`src/rtl/cpu_mem_pkg.sv`:
```
// -----------------------------------------------------------------------------
// cpu_mem_pkg
//   Shared definitions for the CPU-to-external-memory controller:
//     - cpu_mem_state_e : controller state encoding (also driven on the
//                         controller's state_dbg output)
//     - address-map constants (instruction base, data page)
//     - default wait limit for memory handshakes
//     - address-map helper functions used by the controller
// -----------------------------------------------------------------------------
package cpu_mem_pkg;

  typedef enum logic [3:0] {
    ST_IDLE       = 4'd0,
    ST_WR_CMD     = 4'd1,
    ST_RD_CMD     = 4'd2,
    ST_RD_WAIT    = 4'd3,
    ST_IF_LO_CMD  = 4'd4,
    ST_IF_LO_WAIT = 4'd5,
    ST_IF_HI_CMD  = 4'd6,
    ST_IF_HI_WAIT = 4'd7,
    ST_HOLD       = 4'd8,
    ST_RELEASE    = 4'd9
  } cpu_mem_state_e;

  // Word base of instruction space in external memory.
  localparam logic [23:0] INSTR_BASE_DEFAULT = 24'h010000;

  // Data accesses live in the lowest 64K-word page.
  localparam logic [7:0]  DATA_PAGE = 8'h00;

  // Cycles a *_CMD / *_WAIT state may wait for the memory before giving up.
  localparam logic [7:0]  TIMEOUT_DEFAULT = 8'd255;

  // Data word address: CPU word address placed in the data page.
  function automatic logic [23:0] data_addr(input logic [15:0] addr);
    return {DATA_PAGE, addr};
  endfunction

  // Instructions are 32 bits wide, stored as two consecutive 16-bit words,
  // so a program address maps to base + 2*addr (low half) and +1 (high half).
  function automatic logic [23:0] instr_lo_addr(input logic [23:0] base,
                                                input logic [15:0] addr);
    return base + {7'b0, addr, 1'b0};
  endfunction

  // States in which the controller waits on the memory (wait counter runs).
  function automatic logic is_mem_state(input cpu_mem_state_e st);
    logic r;
    case (st)
      ST_WR_CMD, ST_RD_CMD, ST_RD_WAIT,
      ST_IF_LO_CMD, ST_IF_LO_WAIT,
      ST_IF_HI_CMD, ST_IF_HI_WAIT: r = 1'b1;
      default:                     r = 1'b0;
    endcase
    return r;
  endfunction

endpackage : cpu_mem_pkg

```
`src/rtl/timeout_ctr.sv`:
```
// -----------------------------------------------------------------------------
// timeout_ctr
//   8-bit wait counter with synchronous clear and count enable.
//   terminal is asserted during the LIMIT-th consecutive enabled cycle since
//   the last clear, i.e. the cycle in which the waiting state must give up.
//
// Ports
//   clk      : clock, rising edge
//   rst      : asynchronous active-high reset (count -> 0)
//   clear    : synchronous clear, has priority over enable
//   enable   : count this cycle
//   terminal : wait limit reached in this cycle (combinational)
// -----------------------------------------------------------------------------
module timeout_ctr #(
  parameter logic [7:0] LIMIT = 8'd255
) (
  input  logic clk,
  input  logic rst,
  input  logic clear,
  input  logic enable,
  output logic terminal
);

  logic [7:0] count;

  always_ff @(posedge clk or posedge rst) begin
    if (rst) begin
      count <= 8'd0;
    end else if (clear) begin
      count <= 8'd0;
    end else if (enable && (count != 8'hFF)) begin
      // Saturate rather than wrap so a stuck enable can never re-arm.
      count <= count + 8'd1;
    end
  end

  // count holds the number of completed waiting cycles; the current cycle is
  // number count+1, so the limit is hit when count == LIMIT-1.
  assign terminal = enable && (count == (LIMIT - 8'd1));

endmodule : timeout_ctr

```
`src/rtl/cpu_mem_ctl.sv`:
```
// -----------------------------------------------------------------------------
// cpu_mem_ctl
//   Bridges a simple strobe-based CPU port to a 24-bit word-addressed external
//   memory with a command/ack phase and a separate read-data phase.
//   Data accesses are single 16-bit words; instruction fetches are two 16-bit
//   reads assembled into one 32-bit instruction.
//
// Handshakes
//   CPU side : cpu_read / cpu_write are level strobes held by the CPU. A
//              request is taken in IDLE (write wins over read). cpu_cack
//              pulses for one cycle when the memory accepts the (first)
//              command. Read results are valid while cpu_ready=1; the CPU
//              releases them with cpu_read_done or by dropping cpu_read.
//              After a write or a timeout the controller waits for both
//              strobes to drop so a held strobe cannot start a second access.
//   Mem side : mem_req is held with a stable mem_addr/mem_we/mem_wdata until
//              mem_ack is seen on a rising edge (ack consumes the command).
//              mem_rvalid is honoured only while waiting for read data; stray
//              mem_ack / mem_rvalid in any other state are ignored.
//   Any wait longer than TIMEOUT cycles sets the sticky cpu_err and abandons
//   the access; cpu_err clears when the next request is taken.
//
// Ports
//   clk, rst                    : clock, asynchronous active-high reset
//   cpu_addr, cpu_wdata         : CPU word/program address, write data
//   cpu_read, cpu_write         : CPU strobes
//   cpu_instr                   : qualifies cpu_read as an instruction fetch
//   cpu_read_done               : CPU has consumed the read result
//   cpu_rdata, cpu_instr_data   : data / instruction results
//   cpu_busy                    : access in progress (not IDLE, not HOLD)
//   cpu_cack                    : one-cycle command-accepted pulse
//   cpu_ready                   : read result valid (HOLD)
//   cpu_err                     : sticky timeout flag
//   mem_addr, mem_wdata         : memory command address / write data
//   mem_req, mem_we             : memory command strobe / write qualifier
//   mem_ack                     : memory accepted the command
//   mem_rdata, mem_rvalid       : memory read data / valid
//   state_dbg                   : current controller state
// -----------------------------------------------------------------------------
module cpu_mem_ctl
  import cpu_mem_pkg::*;
#(
  parameter logic [23:0] INSTR_BASE = INSTR_BASE_DEFAULT,
  parameter logic [7:0]  TIMEOUT    = TIMEOUT_DEFAULT
) (
  input  logic           clk,
  input  logic           rst,
  // CPU side
  input  logic [15:0]    cpu_addr,
  input  logic [15:0]    cpu_wdata,
  input  logic           cpu_read,
  input  logic           cpu_write,
  input  logic           cpu_instr,
  input  logic           cpu_read_done,
  output logic [15:0]    cpu_rdata,
  output logic [31:0]    cpu_instr_data,
  output logic           cpu_busy,
  output logic           cpu_cack,
  output logic           cpu_ready,
  output logic           cpu_err,
  // Memory side
  output logic [23:0]    mem_addr,
  output logic [15:0]    mem_wdata,
  output logic           mem_req,
  output logic           mem_we,
  input  logic           mem_ack,
  input  logic [15:0]    mem_rdata,
  input  logic           mem_rvalid,
  // Debug
  output cpu_mem_state_e state_dbg
);

  cpu_mem_state_e state;

  logic advance;       // the event the current state is waiting for occurred
  logic ctr_clear;
  logic ctr_enable;
  logic ctr_terminal;

  assign state_dbg = state;

  // Only the handshake the current state expects counts as progress; this is
  // also what makes stray mem_ack / mem_rvalid harmless elsewhere.
  always_comb begin
    advance = 1'b0;
    case (state)
      ST_WR_CMD, ST_RD_CMD,
      ST_IF_LO_CMD, ST_IF_HI_CMD:      advance = mem_ack;
      ST_RD_WAIT, ST_IF_LO_WAIT,
      ST_IF_HI_WAIT:                   advance = mem_rvalid;
      default:                         advance = 1'b0;
    endcase
  end

  // Every entry into a waiting state comes either from a non-waiting state
  // (counter held clear) or from a waiting state that just advanced, so
  // clearing on those two conditions restarts the count on each state entry.
  assign ctr_enable = is_mem_state(state);
  assign ctr_clear  = advance || !ctr_enable;

  timeout_ctr #(
    .LIMIT (TIMEOUT)
  ) u_timeout_ctr (
    .clk      (clk),
    .rst      (rst),
    .clear    (ctr_clear),
    .enable   (ctr_enable),
    .terminal (ctr_terminal)
  );

  always_ff @(posedge clk or posedge rst) begin
    if (rst) begin
      state          <= ST_IDLE;
      cpu_rdata      <= 16'h0000;
      cpu_instr_data <= 32'h0000_0000;
      cpu_busy       <= 1'b0;
      cpu_cack       <= 1'b0;
      cpu_ready      <= 1'b0;
      cpu_err        <= 1'b0;
      mem_addr       <= 24'h000000;
      mem_wdata      <= 16'h0000;
      mem_req        <= 1'b0;
      mem_we         <= 1'b0;
    end else begin
      cpu_cack <= 1'b0;

      if (ctr_terminal && !advance) begin
        // Memory never answered: abandon the access and wait for the CPU
        // to drop its strobes.
        state   <= ST_RELEASE;
        cpu_err <= 1'b1;
        mem_req <= 1'b0;
        mem_we  <= 1'b0;
      end else begin
        case (state)
          ST_IDLE: begin
            if (cpu_write) begin
              state     <= ST_WR_CMD;
              mem_addr  <= data_addr(cpu_addr);
              mem_wdata <= cpu_wdata;
              mem_req   <= 1'b1;
              mem_we    <= 1'b1;
              cpu_busy  <= 1'b1;
              cpu_err   <= 1'b0;
            end else if (cpu_read && cpu_instr) begin
              state    <= ST_IF_LO_CMD;
              mem_addr <= instr_lo_addr(INSTR_BASE, cpu_addr);
              mem_req  <= 1'b1;
              mem_we   <= 1'b0;
              cpu_busy <= 1'b1;
              cpu_err  <= 1'b0;
            end else if (cpu_read) begin
              state    <= ST_RD_CMD;
              mem_addr <= data_addr(cpu_addr);
              mem_req  <= 1'b1;
              mem_we   <= 1'b0;
              cpu_busy <= 1'b1;
              cpu_err  <= 1'b0;
            end
          end

          ST_WR_CMD: begin
            if (mem_ack) begin
              state    <= ST_RELEASE;
              cpu_cack <= 1'b1;
              mem_req  <= 1'b0;
              mem_we   <= 1'b0;
            end
          end

          ST_RD_CMD: begin
            if (mem_ack) begin
              state    <= ST_RD_WAIT;
              cpu_cack <= 1'b1;
              mem_req  <= 1'b0;
            end
          end

          ST_RD_WAIT: begin
            if (mem_rvalid) begin
              state     <= ST_HOLD;
              cpu_rdata <= mem_rdata;
              cpu_busy  <= 1'b0;
              cpu_ready <= 1'b1;
            end
          end

          ST_IF_LO_CMD: begin
            if (mem_ack) begin
              state    <= ST_IF_LO_WAIT;
              cpu_cack <= 1'b1;
              mem_req  <= 1'b0;
            end
          end

          ST_IF_LO_WAIT: begin
            if (mem_rvalid) begin
              // Low half in; issue the high-half fetch at the next word.
              state                <= ST_IF_HI_CMD;
              cpu_instr_data[15:0] <= mem_rdata;
              mem_addr             <= mem_addr + 24'd1;
              mem_req              <= 1'b1;
            end
          end

          ST_IF_HI_CMD: begin
            // The CPU already saw its cack on the first beat.
            if (mem_ack) begin
              state   <= ST_IF_HI_WAIT;
              mem_req <= 1'b0;
            end
          end

          ST_IF_HI_WAIT: begin
            if (mem_rvalid) begin
              state                 <= ST_HOLD;
              cpu_instr_data[31:16] <= mem_rdata;
              cpu_busy              <= 1'b0;
              cpu_ready             <= 1'b1;
            end
          end

          ST_HOLD: begin
            // A CPU that dropped its strobe mid-access still gets the result
            // loaded, but only for this one cycle.
            if (cpu_read_done || !cpu_read) begin
              state     <= ST_IDLE;
              cpu_ready <= 1'b0;
            end
          end

          ST_RELEASE: begin
            if (!cpu_read && !cpu_write) begin
              state    <= ST_IDLE;
              cpu_busy <= 1'b0;
            end
          end

          default: begin
            state     <= ST_IDLE;
            cpu_busy  <= 1'b0;
            cpu_ready <= 1'b0;
            mem_req   <= 1'b0;
            mem_we    <= 1'b0;
          end
        endcase
      end
    end
  end

endmodule : cpu_mem_ctl

```
`config.mk`:
```
export PLATFORM = sky130hd
export DESIGN_NAME = cpu_mem_ctl
export DESIGN_NICKNAME = d
export VERILOG_FILES = /design/src/rtl/cpu_mem_pkg.sv /design/src/rtl/timeout_ctr.sv /design/src/rtl/cpu_mem_ctl.sv
export SDC_FILE = /design/constraint.sdc
export NUM_CORES = 1
export LEC_CHECK = 0
export BUFFER_PORTS_ARGS = -buffer_cell sky130_fd_sc_hd__buf_2
export CAP_MARGIN = 10
export CORE_MARGIN = 8
export CORE_UTILIZATION = 35
export CTS_CLUSTER_DIAMETER = 30
export CTS_CLUSTER_SIZE = 20
export DETAILED_ROUTE_END_ITERATION = 8
export HOLD_SLACK_MARGIN = 0.1
export PLACE_DENSITY_LB_ADDON = 0.15
export SYNTH_ARGS = -nofsm -noshare
export SYNTH_HDL_FRONTEND = slang
export SYNTH_SLANG_ARGS = --single-unit
```
`constraint.sdc`:
```
create_clock -name clk -period 6.7 [get_ports clk]
set_input_delay 0.67 -clock clk [delete_from_list [all_inputs] [get_ports clk]]
set_output_delay 0.67 -clock clk [all_outputs]
set_load 0.05 [all_outputs]
```
## Yosys cells after proc, flatten, opt, wreduce, memory -nomap -nowiden

Cells that the tools add are included.

- Register bits after elaboration: 106
- Input port bits: 56
- Output and inout bits: 98
- Word-level logic and storage cells: 128

- $add $sub $neg: 3
- Eq/ne operators: 28
- Mux-type cells: 45
- Bitwise logic cells: 3
- Reduce and logical (&&, ||, !) cells: 36

Operator list:

| kind | number |
|---|---|
| 24-bit two-way mux | 4 |
| 4-bit two-way mux | 12 |
| 24-bit case mux with 2 select lines | 1 |
| 4-bit case mux with 9 select lines | 1 |
| 24-bit by 1-bit adder with 24-bit output (second input constant) | 1 |
| 3-bit != test (second input constant) | 7 |
| 1-bit two-way mux | 20 |
| 17-bit by 17-bit adder with 18-bit output (first input constant) | 1 |
| 4-bit by 3-bit equality test with 1-bit output (second input constant) | 4 |
| 8-bit two-way mux | 2 |
| 3-bit AND reduction | 5 |
| 7-bit OR reduction | 2 |
| 4-bit AND reduction | 3 |
| 9-bit AND reduction | 1 |
| 8-bit by 1-bit adder with 8-bit output (second input constant) | 1 |
| 4-bit by 2-bit equality test with 1-bit output (second input constant) | 2 |
| 4-bit equality test (second input constant) | 2 |
| 8-bit equality test (second input constant) | 1 |
| 8-bit != test (second input constant) | 1 |
| 1-bit case mux with 4 select lines | 2 |
| 4-bit OR reduction | 2 |
| 8-bit OR reduction | 1 |
| 2-bit by 1-bit != test with 1-bit output (second input constant) | 3 |
| 2-bit != test (second input constant) | 3 |
| other kinds (18) | 33 |

## Logic depth before layout (Yosys ltp)

- Depth after elaboration: 7
- Mapped depth: 6
- Gate-level depth less buffers: 5

## By module

From an unflattened synthesis, not the netlist that was laid out.

- Cells, all modules: 496
- Area, all modules: 5,326.4 um^2

Modules (own cells, without submodules):

| module | times used | cells each | area an instance (um^2) | sequential area each (um^2) |
|---|---|---|---|---|
| cpu_mem_ctl | 1 | 447 | 4,847.1 | 2,452.4 |
| timeout_ctr | 1 | 49 | 479.2 | 200.2 |

## Worst setup path after synthesis

Ideal clock, no wire load.

- Path kind: reg2reg
- Start point: register mem_addr[4]
- End point: register mem_addr[23]
- Library setup time: 0.126 ns
- Arrival time: 2.115 ns
- Required time: 6.574 ns
- Setup slack: 4.459 ns
- Cell stages (with the launch flop): 6
- Path buffers: 1
- Period minus slack after synthesis: 2.241 ns
- Path through: dfrtp_1 buf_4 nand3_4 or4_4 o311a_1 a221o_1

- Cells in the longest elaborated chain, start to end: 3

RTL lines:

| what | line | text |
|---|---|---|
| start, declared | cpu_mem_ctl.sv:62 | `output logic [23:0] mem_addr,` |
| start signal, assigned | cpu_mem_ctl.sv:139 | `mem_addr <= data_addr(cpu_addr);` |
| start signal, assigned | cpu_mem_ctl.sv:147 | `mem_addr <= instr_lo_addr(INSTR_BASE, cpu_addr);` |
| start signal, assigned | cpu_mem_ctl.sv:154 | `mem_addr <= data_addr(cpu_addr);` |
| 24-bit by 1-bit adder with 24-bit output | cpu_mem_ctl.sv:201 | `mem_addr <= mem_addr + 24'd1;` |
| 24-bit two-way mux | cpu_mem_ctl.sv:197 | `if (mem_rvalid) begin` |
| 24-bit case mux with 2 select lines | cpu_mem_ctl.sv:135 | `case (state)` |

No other way between the ends. The select of a mux whose other input is x is not followed.
A chain may end at the register's enable or synchronous reset.

## Worst setup path in the final report

- Start point: register state[0] (netlist: state_dbg[0])
- End point: register mem_addr[21]

- Cells in the longest elaborated chain, start to end: 7
- Elaborated cells on any way between the ends: 22
- Classes of those cells: eq/ne (9); mux (3); bitwise (1); reduce/logical (9)

RTL lines:

| what | line | text |
|---|---|---|
| start, declared | cpu_mem_ctl.sv:73 | `cpu_mem_state_e state;` |
| start signal, assigned | cpu_mem_ctl.sv:113 | `state <= ST_IDLE;` |
| start signal, assigned | cpu_mem_ctl.sv:130 | `state <= ST_RELEASE;` |
| start signal, assigned | cpu_mem_ctl.sv:138 | `state <= ST_WR_CMD;` |
| 4-bit by 3-bit equality test with 1-bit output, or another cell as far along | cpu_mem_pkg.sv:49, cpu_mem_ctl.sv:86 |  |
| 4-bit OR reduction (no source line), or another cell as far along | n/a |  |
| 1-bit case mux with 2 select lines or 1-bit two-way mux (tied branches) | cpu_mem_ctl.sv:86, cpu_mem_pkg.sv:49 |  |
| 1-bit zero test or 1-bit logical AND (tied branches) | cpu_mem_ctl.sv:127, timeout_ctr.sv:39 |  |
| 1-bit logical AND | cpu_mem_ctl.sv:127 | `if (ctr_terminal && !advance) begin` |
| 1-bit NOT (no source line) | n/a |  |
| 4-bit AND reduction (no source line) | n/a |  |

Several ways; a longest one is shown, not always the timed one.

==> reports/results.txt <==
CTS resizes: 0
Netlist Area Pre-Place: 5380 um^2
Cell variety after synth: 73
Ratio of cells with drive above 1 in the final layout: 41.9%
GRT Util Overall: 15.4%
WL met3: 969 um
Crit start category: flip-flop
Syn Inst Count: 476
Pin count of the biggest net entering global routing: 83
Area of the multi-input gates: 2520 um^2
Final wirelength: 15000 um
Clk sinks: 106
CTS tree: built
Syn Area/Cell: 11.3 um^2
Number of flops mapped to enable cells by yosys: 0
Combinational family with the most area after synthesis: multiplexers
Final setup viols: 0
Highest Signal Layer: met4
Run status: complete, no violations
Final HPWL DP: 10900 um
DRC Markers: 0
Post-route ant nets: 0
Initial antenna violation count: 0
Core area: 15100 um^2
WL/cell: 18.7 um
Setup bufs post-CTS: 0
Compound-Gate Fraction of Synth Area: 13.6%
Initial Util: 35.6%
H-tree depth: 3
Power density over cell area: 547 nW/um^2
Max-Cap Viols: 0
Fmax: 324 MHz
Chip height: 140 um
Leak: 3.12 nW
Wire length of the first global-routing pass: 24600 um
CP Capture Type: flip-flop
Non-Filler Instances: 804
Total number of vias: 4386
First-pass DRT Iterations: 5
Fin util: 43.1%
Synth Area in Simple Gates: 14.8%
Post-CTS Hold Buffers: 0
Register area: 2650 um^2
CP arrival: 3.38 ns
Crit Path Class: reg2reg
Placer Congestion: 0.813
Die area: 19600 um^2
Slew headroom: 27.0%
WL met1: 6400 um
Final setup TNS: 0 ns
CP Max Fanout: 37
Antenna diode count: 0
FP Rows: 45
Flip-flop and latch count after synthesis: 106
Die span in x: 140 um
Worst hold-check path type: in2async
Ports: 154
Area leader, netlist: dfrtp_1
P&R area growth vs syn: 20.9%
Clock root cell: clkbuf_16
Sequential fraction of the synthesis area: 49.3%
Post-Synth XOR/XNOR Area: 0.652%
Final Max Slew Viols: 0
Placed insts: 789
Post-layout nets: 671
Synth area leaders: dfrtp_1, mux2_2, mux2i_1, o21ai_0, a21oi_1
Metal2 WL: 7550 um
Syn. warnings: 0
Required @ worst endpoint: 6.99 ns
Total CTS buffers: 9
Clk slew on worst S/H paths: 0.07 ns
Worst-Skew Late Latency: 0.35 ns
Synth Net Count: 535
Main synth FF type: dfrtp_1
Actual slew at the worst max-slew pin: 1.09 ns
Peak supply drop: 0.000314 V
IO Port Bufs: 153
Fin crit share: 46.1%
Area share of fa/ha/maj cells after synthesis: 0.698%
Final Skew: 0.00757 ns
GR Overflow Total: 0
Vias in the first global route: 4614
Via density: 5.46
Initial DRC count: 331
Top cell type's share of synthesized area: 49.3%
Post-synth ARST share: 100%
Fill count: 1486
Post-synthesis mux area share: 17.1%
CTS max path bufs: 2
Final min period: 3.09 ns
Endpoints failing hold: 0
RSZ-0062 raised after global routing: no
## routing by layer
layer	vias up	global-route usage (%)
met3	9	5.64
met1	2186	18.4
li1	2074	-
met4	0	3.43
met5	-	0
met2	117	26.1
## sequential cells by signal, indices dropped and copies added (netlist names)
name,count
cpu_instr_data,32
mem_addr,24
cpu_rdata,16
mem_wdata,16
u_timeout_ctr.count,8
state_dbg,4
cpu_busy,1
cpu_cack,1
cpu_err,1
cpu_ready,1
mem_req,1
mem_we,1
## worst max-delay path, cell delays in order, from the launching register on
cell and delay, ns:
dfrtp_1 0.80, and4bb_2 0.84, nand2_1 0.73, nor4_1 0.50
a211o_1 0.14
## cell families after synthesis
logic type                 count (synthesis)
muxes                                     83
AOI/OAI and AO/OA                        106
buffers and inverters                     40
and+or+nand+nor                          134
DFF                                      106
adders and majority gates                  3
xor gates and xnor gates                   4
## cell type report
| cell class | instances | share of cell area [%] |
|---|---|---|
| sequential | 106 | 40.8 |
| clock inverter | 5 | 0.597 |
| tap | 188 | 3.62 |
| timing repair buffer | 156 | 12.1 |
| clock buffer | 10 | 3.52 |
| inverter | 9 | 0.558 |
| multi-input combinational | 330 | 38.8 |
## power by group
part           switching, mW  internal [mW]
Sequential             0.253          0.898
Combinational           1.37          0.528
Clock                  0.245          0.254
## per-stage QoR
stage | area, um^2 | worst slack (ns) | power [mW] | hold WS (ns)
6_report | 6500 | 3.61 | 3.55 | 0.273
5_1_grt | 6500 | 3.32 | 3.76 | 0.293
4_1_cts | 6500 | 3.60 | 3.59 | 0.279
3_5_place_dp | 6230 | 3.62 | 3.08 | 0.463
3_3_place_gp | 6230 | 3.69 | 3.06 | 0.468
2_1_floorplan | 5380 | 3.24 | 2.61 | 0.505
## placed cells by master (no fill, tap or decap), types with 5 or more instances in the layout
cell,instances
nor2_1,17
nand4_1,16
dfrtp_1,106
buf_2,153
inv_1,8
nor4_1,6
nand2_1,25
mux2i_1,13
clkbuf_16,9
nand3_1,20
mux2_2,70
a21oi_1,21
a31oi_1,9
nor3_1,5
o21ai_0,23
o22ai_1,5
## synth_stat cells, types with 5 or more instances
cell / instances
dfrtp_1: 106
mux2_2: 70
nand2_1: 25
o21ai_0: 23
a21oi_1: 21
nand3_1: 20
nor2_1: 17
nand4_1: 16
mux2i_1: 13
buf_2: 12
clkbuf_1: 12
a31oi_1: 9
inv_1: 9
nor4_1: 6
nor3_1: 5
o22ai_1: 5
## path summary, 6_finish.rpt
kind                                             to  cells after the start  slack, ns                     start
max in group asynchronous        mem_we$_DFFE_PP0P_                      3       5.08                       rst
max reg2reg                mem_addr[21]$_DFFE_PP0P_                      4       3.61  state_dbg[0]$_DFFE_PP0P_
min                        cpu_rdata[2]$_DFFE_PP0P_                      2       0.27                       rst
min in group clk                cpu_err$_DFFE_PP0P_                      2       0.47       cpu_err$_DFFE_PP0P_
min reg2reg                     cpu_err$_DFFE_PP0P_                      2       0.47       cpu_err$_DFFE_PP0P_
max                        mem_addr[21]$_DFFE_PP0P_                      4       3.61  state_dbg[0]$_DFFE_PP0P_
(Power assumes the default switching activity.)
